==> src/rtl/permutation_sequencer_pkg.sv <==
// Shared types and defaults for the line-permutation sequencer.
package permutation_sequencer_pkg;

    typedef enum logic [2:0] {
        ST_IDLE    = 3'd0,
        ST_READ    = 3'd1,
        ST_PERMUTE = 3'd2,
        ST_WRITE   = 3'd3,
        ST_DONE    = 3'd4
    } state_t;

    localparam int LINE_W        = 25;
    localparam int DEF_NUM_LINES = 64;
    localparam int DEF_ADDR_W    = 6;

endpackage

==> src/rtl/permutation_sequencer_line_counter.sv <==
// Line address up-counter with terminal-count flag; saturates at NUM_LINES-1.
module line_counter #(
    parameter int ADDR_W    = 6,
    parameter int NUM_LINES = 64
) (
    input  logic              clk,
    input  logic              rst,
    input  logic              clr,
    input  logic              inc,
    output logic [ADDR_W-1:0] value,
    output logic              tc
);

    localparam logic [ADDR_W-1:0] LAST = ADDR_W'(NUM_LINES - 1);

    assign tc = (value == LAST);

    always_ff @(posedge clk or posedge rst) begin
        if (rst) begin
            value <= '0;
        end else if (clr) begin
            value <= '0;
        end else if (inc && !tc) begin
            value <= value + ADDR_W'(1);
        end
    end

endmodule

==> src/rtl/permutation_sequencer.sv <==
// Walks lines 0..NUM_LINES-1: fetch, ROUNDS permute passes, write back, with
// reader/writer handshakes and abort.
module permutation_sequencer
    import permutation_sequencer_pkg::*;
#(
    parameter int NUM_LINES = DEF_NUM_LINES,
    parameter int ADDR_W    = DEF_ADDR_W,
    parameter int ROUNDS    = 1
) (
    input  logic              clk,
    input  logic              rst,
    input  logic              start,
    input  logic              abort,
    input  logic              rd_ack,
    input  logic              wr_ack,
    output logic [ADDR_W-1:0] line_addr,
    output logic              rd_req,
    output logic              reg_clr,
    output logic              reg_ld,
    output logic              sel_perm,
    output logic              perm_en,
    output logic              wr_req,
    output logic              busy,
    output logic              done
);

    localparam int RND_W = (ROUNDS > 1) ? $clog2(ROUNDS) : 1;
    localparam logic [RND_W-1:0] LAST_ROUND = RND_W'(ROUNDS - 1);

    state_t           state, state_nx;
    logic [RND_W-1:0] round;
    logic             cnt_clr, cnt_inc, last_line;
    logic             rnd_clr, rnd_inc;

    line_counter #(
        .ADDR_W    (ADDR_W),
        .NUM_LINES (NUM_LINES)
    ) u_line_counter (
        .clk   (clk),
        .rst   (rst),
        .clr   (cnt_clr),
        .inc   (cnt_inc),
        .value (line_addr),
        .tc    (last_line)
    );

    always_ff @(posedge clk or posedge rst) begin
        if (rst) begin
            state <= ST_IDLE;
        end else begin
            state <= state_nx;
        end
    end

    always_ff @(posedge clk or posedge rst) begin
        if (rst) begin
            round <= '0;
        end else if (rnd_clr) begin
            round <= '0;
        end else if (rnd_inc) begin
            round <= (round == LAST_ROUND) ? '0 : round + RND_W'(1);
        end
    end

    always_comb begin
        state_nx = state;
        cnt_clr  = 1'b0;
        cnt_inc  = 1'b0;
        rnd_clr  = 1'b0;
        rnd_inc  = 1'b0;
        rd_req   = 1'b0;
        reg_clr  = 1'b0;
        reg_ld   = 1'b0;
        sel_perm = 1'b0;
        perm_en  = 1'b0;
        wr_req   = 1'b0;
        done     = 1'b0;
        busy     = (state != ST_IDLE);

        // Moore decode; reg_ld in READ additionally qualifies on the ack.
        unique case (state)
            ST_IDLE: reg_clr = 1'b1;
            ST_READ: begin
                rd_req = 1'b1;
                reg_ld = rd_ack;
            end
            ST_PERMUTE: begin
                perm_en  = 1'b1;
                sel_perm = 1'b1;
                reg_ld   = 1'b1;
            end
            ST_WRITE: wr_req = 1'b1;
            ST_DONE:  done   = 1'b1;
            default: ;
        endcase

        // Abort outranks any handshake landing in the same cycle.
        if (state != ST_IDLE && abort) begin
            state_nx = ST_IDLE;
            cnt_clr  = 1'b1;
            rnd_clr  = 1'b1;
        end else begin
            unique case (state)
                ST_IDLE: begin
                    cnt_clr = 1'b1;
                    if (start) begin
                        state_nx = ST_READ;
                        rnd_clr  = 1'b1;
                    end
                end
                ST_READ: begin
                    if (rd_ack) begin
                        state_nx = ST_PERMUTE;
                        rnd_clr  = 1'b1;
                    end
                end
                ST_PERMUTE: begin
                    rnd_inc = 1'b1;
                    if (round == LAST_ROUND) begin
                        state_nx = ST_WRITE;
                    end
                end
                ST_WRITE: begin
                    if (wr_ack) begin
                        if (last_line) begin
                            state_nx = ST_DONE;
                        end else begin
                            cnt_inc  = 1'b1;
                            state_nx = ST_READ;
                        end
                    end
                end
                ST_DONE: begin
                    state_nx = ST_IDLE;
                    cnt_clr  = 1'b1;
                end
                default: begin
                    state_nx = ST_IDLE;
                    cnt_clr  = 1'b1;
                    rnd_clr  = 1'b1;
                end
            endcase
        end
    end

endmodule
==> config.mk <==
export PLATFORM = sky130hd
export DESIGN_NAME = permutation_sequencer
export DESIGN_NICKNAME = d
export VERILOG_FILES = /design/src/rtl/permutation_sequencer_pkg.sv /design/src/rtl/permutation_sequencer_line_counter.sv /design/src/rtl/permutation_sequencer.sv
export SDC_FILE = /design/constraint.sdc
export NUM_CORES = 1
export LEC_CHECK = 0
export CAP_MARGIN = 20
export CORE_MARGIN = 1
export CORE_UTILIZATION = 39
export CTS_CLUSTER_DIAMETER = 200
export DETAILED_ROUTE_END_ITERATION = 6
export PLACE_DENSITY = 0.76
export REMOVE_ABC_BUFFERS = 1
export SLEW_MARGIN = 20
export SYNTH_ARGS = -nofsm -noshare
export SYNTH_HDL_FRONTEND = slang
export SYNTH_SLANG_ARGS = --single-unit
==> constraint.sdc <==
create_clock -name clk -period 1.54 [get_ports clk]
set_clock_uncertainty 0.15 [all_clocks]
set_input_delay 0.308 -clock clk [delete_from_list [all_inputs] [get_ports clk]]
set_output_delay 0.308 -clock clk [all_outputs]
set_load 0.02 [all_outputs]
* Yosys cells after proc, flatten, opt, wreduce, memory -nomap -nowiden
Index checks and enable logic that the tools add are counted.
** Word-level totals
- Register bits after elaboration :: 10
** Operators by class
- $add $sub $neg :: 2
- Equal/unequal tests :: 9
- Mux-type cells :: 29
- Reduce and logical (&&, ||, !) cells :: 10
** Operators by type and width (number)
- $mux W1 :: 18
- $mux W3 :: 6
- $mux W6 :: 2
- $ne A3 B3 Y1 const B :: 4
- $pmux W3 S4 :: 1
- $add A6 B1 Y6 const B :: 1
- $eq A3 B2 Y1 const B :: 2
- $eq A6 B6 Y1 const B :: 1
- $reduce_or A3 Y1 :: 2
- $reduce_and A4 Y1 :: 1
- $reduce_bool A2 Y1 :: 2
- $eq A3 B1 Y1 const B :: 1
- $eq A3 B3 Y1 const B :: 1
- $logic_not A3 Y1 :: 1
- $pmux W1 S3 :: 1
- $reduce_bool A3 Y1 :: 1
- $logic_and A1 B1 Y1 :: 2
- $pmux W1 S2 :: 1
- $add A1 B1 Y1 const B :: 1
- $logic_not A1 Y1 :: 1

* Logic depth before layout (Yosys ltp)
- Depth in word-level cells :: 8
- Gate-level depth with buffers :: 5
- Gate-level depth less buffers :: 5

* Modules after synthesis
From an unflattened synthesis, not the netlist that was laid out.
** Second synthesis, totals
- Cells, all modules :: 71
- Area, all modules :: 633.1 um^2
** By module, submodules not included
- line_counter :: instances 1, cells an instance 37, area each 369.1 um^2, sequential area each 150.1 um^2
- permutation_sequencer :: instances 1, cells an instance 34, area each 264.0 um^2, sequential area each 75.1 um^2

* Worst setup path before layout
Ideal clock, no wire load.
- Kind :: reg2out
- Start point :: register state[2]
- End point :: output port reg_ld
- Data arrival time :: 1438 ps
- Required time :: 1082 ps
- Path slack :: -356 ps
- Cell stages (with the launch flop) :: 4
- Path buffers :: 1
- Cells stage by stage :: dfrtp_1 > buf_6 > nor3b_1 > a21o_1
** On the way
- Word-level cells in the longest chain between the ends :: 2
- Elaborated cells between the ends (all ways) :: 3
- Classes of those cells :: 2 x eq/ne; 1 x mux
** Ends and longest elaborated chain
- from (decl) :: RTL line permutation_sequencer.sv:30 : state_t state, state_nx;
- from (signal assigned) :: RTL line permutation_sequencer.sv:51 : state <= state_nx;
- $eq A3 B2 Y1 or $eq A3 B1 Y1 (tied branches) :: RTL line permutation_sequencer.sv:81 : unique case (state)
- $pmux W1 S2 (*) :: RTL line permutation_sequencer.sv:81
- to (decl) :: RTL line permutation_sequencer.sv:19 : output logic reg_ld,
Mark *: on every way between the ends. The rest lies on a longest branch, timed or not.

* Final worst setup path
- Start point :: register state[2]
- End point :: output port reg_clr
** On the way
- Word-level cells in the longest chain between the ends :: 2
** Ends and longest elaborated chain
- $logic_not A3 Y1 :: RTL line permutation_sequencer.sv:81
- $mux W1 :: RTL line permutation_sequencer.sv:81
- to (decl) :: RTL line permutation_sequencer.sv:18 : output logic reg_clr,
Every way passes these cells.

==> impl_metrics.ini <==
[run_status]
status = finished with violations
violations = setup timing

[finish]
syn_to_final_growth_pct = 64.8
layout-drive-gt1-share_pct = 54.2
nFillCells = 103
regArea_um2 = 229
multi_input_area_um2 = 404
layout_common_cells = 17 x buf_4, 6 x nor2_1, 6 x dfrtp_1
antenna_cells_inserted = 0
final_common_cell = buf_4
layout.nets = 104

[timing]
finalCritPeriodShare_pct = 114
fin_ws_ns = -0.213
worst_pin_slew_ns = 0.364
post-route-min-period_ns = 1.75
setup_violations = 14
fin_setup_tns_ns = -2.06
slew_viol_final = 0
hold_viol_final = 0
fmax_mhz = 570
rsz0062_at_grt = true
relSlewSlack_pct = 75.7

[route]
drt-total-wl_mm = 1.71
viasPerCell = 5.47
drc_errors = 0
highest_layer = met4
dr_wl_met2_um = 967
drt-met1-wl_um = 632
drt_iter0_markers = 9
route.met3.wl_um = 94
first_pass_iters = 4
ant_nets = 0
wl_per_cell_um = 15.4
vias = 607

[setup_path]
cp.arrival_ns = 1.29
cp.required_ns = 1.08
critPathBufInv = 2
startpoint_type = register
path_cells = or3_4 -> inv_2 -> buf_6
critPathTopFamily = flip-flops
cp-end-kind = output port
crit_fanout = 5
slowest_delay_ns = 0.45
critPathKind = reg2out
crit_slowest_cell = dfrtp_2

[placement]
place.gp.congestion = 0.658
port_buffers = 19
dpl.hpwl_mm = 1.11

[yosys]
syn_avg_cell_area_um2 = 9.41
synth_top_flop_cell = dfrtp_1
yosys_warnings = 0
ys_seq_elements = 9
async_flop_share_pct = 100
synth_top_family_by_area = simple AND/OR/NAND/NOR gates
yosys.cell_types.count = 30
syn_area_um2 = 593
synth_edf_count = 0
ys_seq_area_share_pct = 38.0
synth_xor_xnor_area_share_pct = 5.91
synthAdderAreaFrac_pct = 2.11
synthMuxAreaShare_pct = 3.38
synth_cells = 63
synth_compound_area_share_pct = 17.5
synth-simple-area-share_pct = 24.7

[die]
fp.dieArea_mm2 = 0.00168
core_area_mm2 = 0.00135
die_h_um = 41.0
fp.dieW_um = 41.0
num_rows = 13
initial_core_util_pct = 43.9
ios = 20

[global_route]
grt_use_total_pct = 22.7
grt_first_pass_wirelength_mm = 2.38
grt-ovfl-total = 0
grt_pass1_vias = 580
grt_max_degree = 10
antenna_found_initial = 0

[clocking]
postCtsHoldBufs = 0
cts_tree = done
cts_sinks = 9
clockBufferDepth = 2
clk_pin_slew_ns = 0.07
root_buffer = clkbuf_4
clkLatencyLatePin_ns = 0.27
htreeDepth = 1
cts_buffers = 3

[power_and_ir_drop]
ir_drop_mv = 0.707
p_per_area_mw_per_mm2 = 1310
leakage_nw = 0.490
p_total_mw = 1.28

[run]
drv_cap = 0

[hold_path]
hp-class = in2async
kinds of logic after synthesis:
| group | count (synthesis) |
|---|---|
| buffers and inverters | 9 |
| AOI/OAI and AO/OA | 14 |
| adders and majority gates | 1 |
| DFF | 9 |
| xor gates and xnor gates | 4 |
| muxes | 2 |
| and+or+nand+nor | 24 |
layout make-up:
type                    instances  share of cell area (%)
flip-flops and latches          9                    23.4
clock inverters                 1                   0.512
multi-input cells              45                    41.4
well taps                      15                    1.92
inverters                       5                    1.92
clock buffers                   3                    2.30
repair buffers                 33                    28.6
through the flow:
step	utilization [%]	hold WS [ns]	instance area [um^2]	instances	setup WS (ns)
after CTS	67.6	0.163	912	108	-0.203
after global routing	72.4	0.179	977	111	-0.252
final	72.4	0.152	977	111	-0.213
after global placement	62.1	0.421	838	102	-0.448
after detailed placement	62.1	0.437	838	102	-0.464
after floorplan	-	-0.0141	562	59	-0.625
layer usage:
layer  vias up  global-route usage (%)
met3         2                    3.80
li1        292                       -
met4         0                    12.5
met1       290                    22.6
met5         -                       0
met2        23                    43.4
final timing paths:
check,startpoint,endpoint,slack (ns),depth (start not counted)
max,state[2]$_DFFE_PP0P_,reg_clr,-0.21,3
max in group asynchronous,rst,state[1]$_DFFE_PP0P_,0.80,2
min,rst,u_line_counter.value[1]$_DFFE_PP0P_,0.15,2
min reg2reg,u_line_counter.value[1]$_DFFE_PP0P_,u_line_counter.value[1]$_DFFE_PP0P_,0.45,2
max reg2reg,state[2]$_DFFE_PP0P_,u_line_counter.value[2]$_DFFE_PP0P_,-0.17,6
min in group clk,u_line_counter.value[1]$_DFFE_PP0P_,u_line_counter.value[1]$_DFFE_PP0P_,0.45,2
power breakdown:
group	switching (mW)	internal, mW
Clock	0.0927	0.0960
Combinational	0.377	0.405
Sequential	0.0440	0.267
Total	0.514	0.768
worst register-to-register path: stages (launching register included):
cell,delay [ns]
dfrtp_2,0.45
buf_4,0.15
buf_4,0.15
and4b_2,0.36
o211ai_1,0.13
xor2_1,0.16
nor2_1,0.09
flip-flops by register name, indices dropped and copies added, names as in the netlist:
| register | cells |
|---|---|
| u_line_counter.value | 6 |
| state | 3 |
synthesized netlist by cell type, drive strengths merged (2+ instances only):
cell type | n | share of area [%]
buf | 4 | 5.3
xor2 | 4 | 5.9
nor3b | 3 | 3.8
nor3 | 3 | 2.5
nor2 | 7 | 4.4
inv | 5 | 3.2
o21ai | 4 | 4.0
dfrtp | 9 | 38
and3 | 2 | 2.1
and4b | 2 | 3.8
mux2i | 2 | 3.4
a21o | 2 | 2.5
o211ai | 2 | 2.5
nand2 | 2 | 1.3
what timing repair did:
item,in CTS,in global routing
gates resized for setup,64,15
gates cloned,0,0
setup buffers,2,4
pin swaps,6,4
endpoints found under the setup margin,20,17
Note: power is estimated with default switching activity, not from simulation.
==> variant 1 (config.mk and constraints unchanged) <==
Re-encode `state_t` (5 states) as one-hot, 5 bits wide.
--- a/src/rtl/permutation_sequencer_pkg.sv
+++ b/src/rtl/permutation_sequencer_pkg.sv
@@ -2,10 +2,10 @@
 package permutation_sequencer_pkg;
 
-    typedef enum logic [2:0] {
-        ST_IDLE    = 3'd0,
-        ST_READ    = 3'd1,
-        ST_PERMUTE = 3'd2,
-        ST_WRITE   = 3'd3,
-        ST_DONE    = 3'd4
+    typedef enum logic [4:0] {
+        ST_IDLE    = 5'b00001,
+        ST_READ    = 5'b00010,
+        ST_PERMUTE = 5'b00100,
+        ST_WRITE   = 5'b01000,
+        ST_DONE    = 5'b10000
     } state_t;
 
Formal check against the unedited RTL: same outputs for any inputs over 10 cycles, from zero or initial values and one cycle with rst high; not proved beyond that.
==> variant 1 against the unedited design <==
- sequential cell count up 2
- total power down 4.0%
- hold slack gained 0.018 ns
- worst setup slack got worse by 0.15 ns
- largest power group unchanged
- the run still ends with negative setup slack left
- count of clock-buffer cells in the layout up 1
- register-to-register slack got worse by 0.10 ns
- maximum frequency shrank 8.1%
- combinational power decreased by 16%
- routed wire length up 50%
- design area increased by 32%
- global-route usage increased by 5.8 points
- die area increased by 15%
- synthesized area grew 16%
- sequential share of layout area is 1.8 points lower
==> variant 1: results (changes against the unedited design) <==
{| class="wikitable"
! Metric !! Value
|-
| Outcome || complete, but fails checks
|-
| Violated checks || negative setup slack
|-
| Slowest library cell on the worst path || sky130_fd_sc_hd__dfstp_2
|-
| Vias || 884 (+46%)
|-
| Max VDD drop || 1.016 mV (+44%)
|-
| Minimum setup slack in the final design || -0.3671 ns (-0.1542 ns)
|-
| Number of nets in the final layout || 139 (+34%)
|-
| Post-route setup TNS || -3.738 ns (-1.674 ns)
|-
| Power Density || 951.7 nW/µm² (-27%)
|-
| Sequential-to-total area share from yosys stat || 0.4018 (+0.02207)
|-
| Top Registers || u_line_counter.value: 6 flops, state: 5 flops
|-
| NetSw || 0.4557 mW (-11%)
|-
| Wire length of the first global-routing pass || 3.960 mm (+66%)
|-
| Worst Max-Slew Pin Slew || 0.4426 ns (+0.07870 ns)
|-
| Detail-routed net length per standard cell || 17.38 µm (+13%)
|-
| Post-placement worst setup slack || -0.6504 ns (-0.1863 ns)
|-
| Pin count of the biggest net entering global routing || 12 (+2)
|-
| Drt first-iter violations || 44 (+35)
|-
| Number of global-route vias before repair || 780 (+34%)
|-
| Synth cell types || 31 (+3.3%)
|-
| Largest incremental delay on the critical path || 0.59 ns (+0.14 ns)
|-
| Global router's overall resource usage || 0.2851 (+0.05793)
|-
| Mapped Avg Cell Area || 9.175 µm² (-2.5%)
|-
| Layout cells sized above 1 || 0.5954 (+0.05375)
|-
| CP arrival || 1.45 ns (+0.16 ns)
|-
| Number of endpoints failing setup at the final stage || 17 (+3)
|-
| Combinational cell fraction of total power || 0.533 (-0.077)
|}
## variant 1: path summary, 6_finish.rpt
path | startpoint | depth (start not counted) | slack (ns) | endpoint
max in group asynchronous | rst | 2 | 0.74 | state[0]$_DFFE_PP1P_
setup / recovery | state[0]$_DFFE_PP1P_ | 3 | -0.37 | reg_ld
setup reg to reg | state[0]$_DFFE_PP1P_ | 6 | -0.27 | u_line_counter.value[3]$_DFFE_PP0P_
hold reg to reg | state[1]$_DFFE_PP0P_ | 2 | 0.51 | state[3]$_DFFE_PP0P_
hold / removal | rst | 2 | 0.17 | state[4]$_DFFE_PP0P_
min in group clk | start | 2 | 0.46 | state[0]$_DFFE_PP1P_
## variant 1: per-layer routing
metal / share of wire / global-route usage / vias to the layer above
met1: 0.43 / 0.4068 / 437
met5: 0 / 0 / -
met2: 0.49 / 0.4471 / 45
met3: 0.058 / 0.04583 / 10
met4: 0.021 / 0.07879 / 0
li1: - / - / 392
## variant 1: area by class of cell
cell class | count | area [µm²]
well taps | 16 | 20.02
repair buffers | 56 | 479.2
fillers | 93 | 284.0
flip-flops and latches | 11 | 279.0
multi-input cells | 57 | 476.7
clock buffers | 4 | 26.28
inverters | 3 | 11.26
## variant 1: kinds of logic after synthesis
group	Yosys count	share of synthesized area
AND/OR/NAND/NOR	36	0.3309
AO/OA/AOI/OAI	18	0.1509
flip-flops	11	0.4018
buffers and inverters	7	0.07090
XOR/XNOR	1	0.01273
multiplexers	1	0.01455
adder cells (fa/ha/maj)	1	0.01818
## variant 1: timing repair
action / 4_1_cts / 5_1_grt
resized for setup: 79 / 17
buffers inserted: 5 / 3
pin swaps: 12 / 9
endpoints found under the setup margin: 21 / 19
==> variant 2 (same settings) <==
Without the edit above. `DEF_ADDR_W`: 6 -> 7.
--- a/src/rtl/permutation_sequencer_pkg.sv
+++ b/src/rtl/permutation_sequencer_pkg.sv
@@ -12,5 +12,5 @@
     localparam int LINE_W        = 25;
     localparam int DEF_NUM_LINES = 64;
-    localparam int DEF_ADDR_W    = 6;
+    localparam int DEF_ADDR_W    = 7;
 
 endpackage
Interface: changed (resized line_addr); port bits go from 20 to 21. The function was not compared with the original's and may differ.
==> variant 2 against the unedited design <==
- the flow still finishes with violations (negative setup slack)
- design area increased by 24%
- cell count increased by 23%
- via count increased by 19%
- total power decreased by 2.6%
- synthesized cell count increased by 13%
- maximum frequency increased by 0.18%
- routed wire length increased by 23%
- non-clock buffer count increased by 16
- global-route usage increased by 0.55 points
- sequential cell count increased by 1
- synthesized area increased by 9.7%
- worst setup slack improved by 0.0031 ns
- first-iteration DRC count increased by 110%
==> variant 2: results (changes against the unedited design) <==
{| class="wikitable"
! Metric !! Value
|-
| Number of nets in the final layout || 128 (+23%)
|-
| GPL Wtd Cong || 0.7877 (+20%)
|-
| Power Density || 1034 nW/µm² (-21%)
|-
| Top Registers || u_line_counter.value: 7 flops, state: 3 flops
|-
| Multi-input combinational cell area || 427.9 µm² (+5.9%)
|-
| Max VDD drop || 0.7161 mV (+1.2%)
|-
| Wire length of the first global-routing pass || 3.222 mm (+35%)
|-
| Synth cell types || 32 (+6.7%)
|-
| Sequential-to-total area share from yosys stat || 0.3846 (+0.004869)
|-
| Violated checks || negative setup slack
|-
| Leakage component of the power || 0.6030 nW (+23%)
|-
| Mapped Avg Cell Area || 9.164 µm² (-2.7%)
|-
| Area contributors post-synth || sky130_fd_sc_hd__dfrtp_1, sky130_fd_sc_hd__mux2i_1, sky130_fd_sc_hd__nand2_1
|-
| Number of signal-net inverters in the final layout || 6 (+1)
|-
| Drt first-iter violations || 19 (+10)
|-
| Minimum setup slack in the final design || -0.2098 ns (+0.003118 ns)
|-
| Number of endpoints failing setup at the final stage || 14 (unchanged)
|-
| Combinational power || 0.721 mW (-7.8%)
|-
| Vias || 724 (+19%)
|-
| Worst setup path start || state[1]$_DFFE_PP0P_
|-
| NetSw || 0.4340 mW (-15%)
|-
| Non-clock buffers || 49 (+48%)
|-
| Outcome || complete, but fails checks
|-
| Count of multi-input combinational gates || 51 (+13%)
|-
| Clock buffers || 4 (+1)
|-
| R2R Path End || u_line_counter.value[5]$_DFFE_PP0P_
|-
| Number of global-route vias before repair || 688 (+19%)
|-
| Post-route setup TNS || -1.521 ns (+0.5435 ns)
|-
| Worst Max-Slew Pin Slew || 0.4235 ns (+0.05964 ns)
|-
| Sequential cells || 10 (+1)
|-
| Count of filler cells inserted in the layout || 101 (-1.9%)
|-
| Pin count of the biggest net entering global routing || 11 (+1)
|-
| Most common library cells after synthesis || sky130_fd_sc_hd__dfrtp_1, sky130_fd_sc_hd__nand2_1, sky130_fd_sc_hd__nor2_1
|-
| Count of buffers inserted at the top-level ports || 20 (+1)
|-
| Global router's overall resource usage || 0.2327 (+0.005513)
|-
| Internal reg-to-reg setup slack || -0.13 ns (+0.04 ns)
|-
| Register area || 250.2 µm² (+9.3%)
|-
| CP endpoint || reg_ld
|-
| Half-perimeter wire length of the detailed placement result || 1.211 mm (+9.6%)
|-
| Sequential power || 0.291 mW (-6.4%)
|}
==> variant 2: changes by cell type after synthesis, moves of 2 or more <==
| cell | unedited run | this run |
|---|---|---|
| sky130_fd_sc_hd__nand2_1 | 2 | 7 |
| sky130_fd_sc_hd__a21oi_1 | 1 | 4 |
| sky130_fd_sc_hd__a21o_1 | 2 | 0 |
| sky130_fd_sc_hd__nand4_1 | 0 | 2 |
| sky130_fd_sc_hd__nor3_1 | 3 | 1 |
| sky130_fd_sc_hd__xor2_1 | 4 | 2 |
==> variant 2: critical path, stage by stage, from the launching register on <==
cell,delay [ns]
sky130_fd_sc_hd__dfrtp_1,0.39
sky130_fd_sc_hd__buf_6,0.14
sky130_fd_sc_hd__nand3b_1,0.20
sky130_fd_sc_hd__a21oi_2,0.17
sky130_fd_sc_hd__buf_6,0.13
==> variant 2: through the flow <==
step                cell area (µm²)  hold slack, ns  setup WS (ns)  std cells
detailed placement            953.4          0.3697        -0.5504        119
CTS                            1152          0.1730        -0.1875        134
global placement              953.4          0.3642        -0.5177        119
finish                         1207          0.1645        -0.2098        136
floorplan                     613.1       -0.001822        -0.2539         67
global route                   1207          0.2128        -0.2580        136
==> variant 2: metal layers <==
layer | routed length [µm] | GRT usage
met1 | 843 | 0.2911
met2 | 1135 | 0.4061
met3 | 89 | 0.03404
met4 | 36 | 0.07500
met5 | 0 | 0
==> variant 2: cells by family (layout without fill, tap and decap cells) <==
logic type      after synthesis  count (layout)  synth area share
simple gates                 31              31            0.2616
compound gates               13              13            0.1558
flops                        10              10            0.3846
buf+inv                      10              59           0.09230
xor+xnor                      3               3           0.04039
mux                           3               3           0.04616
fa+ha+maj                     1               1           0.01923
==> variant 2: timing repair <==
action,in CTS,in global routing
gates resized for setup,75,13
pin swaps,13,12
setup endpoints to repair,22,18
setup buffers,11,4
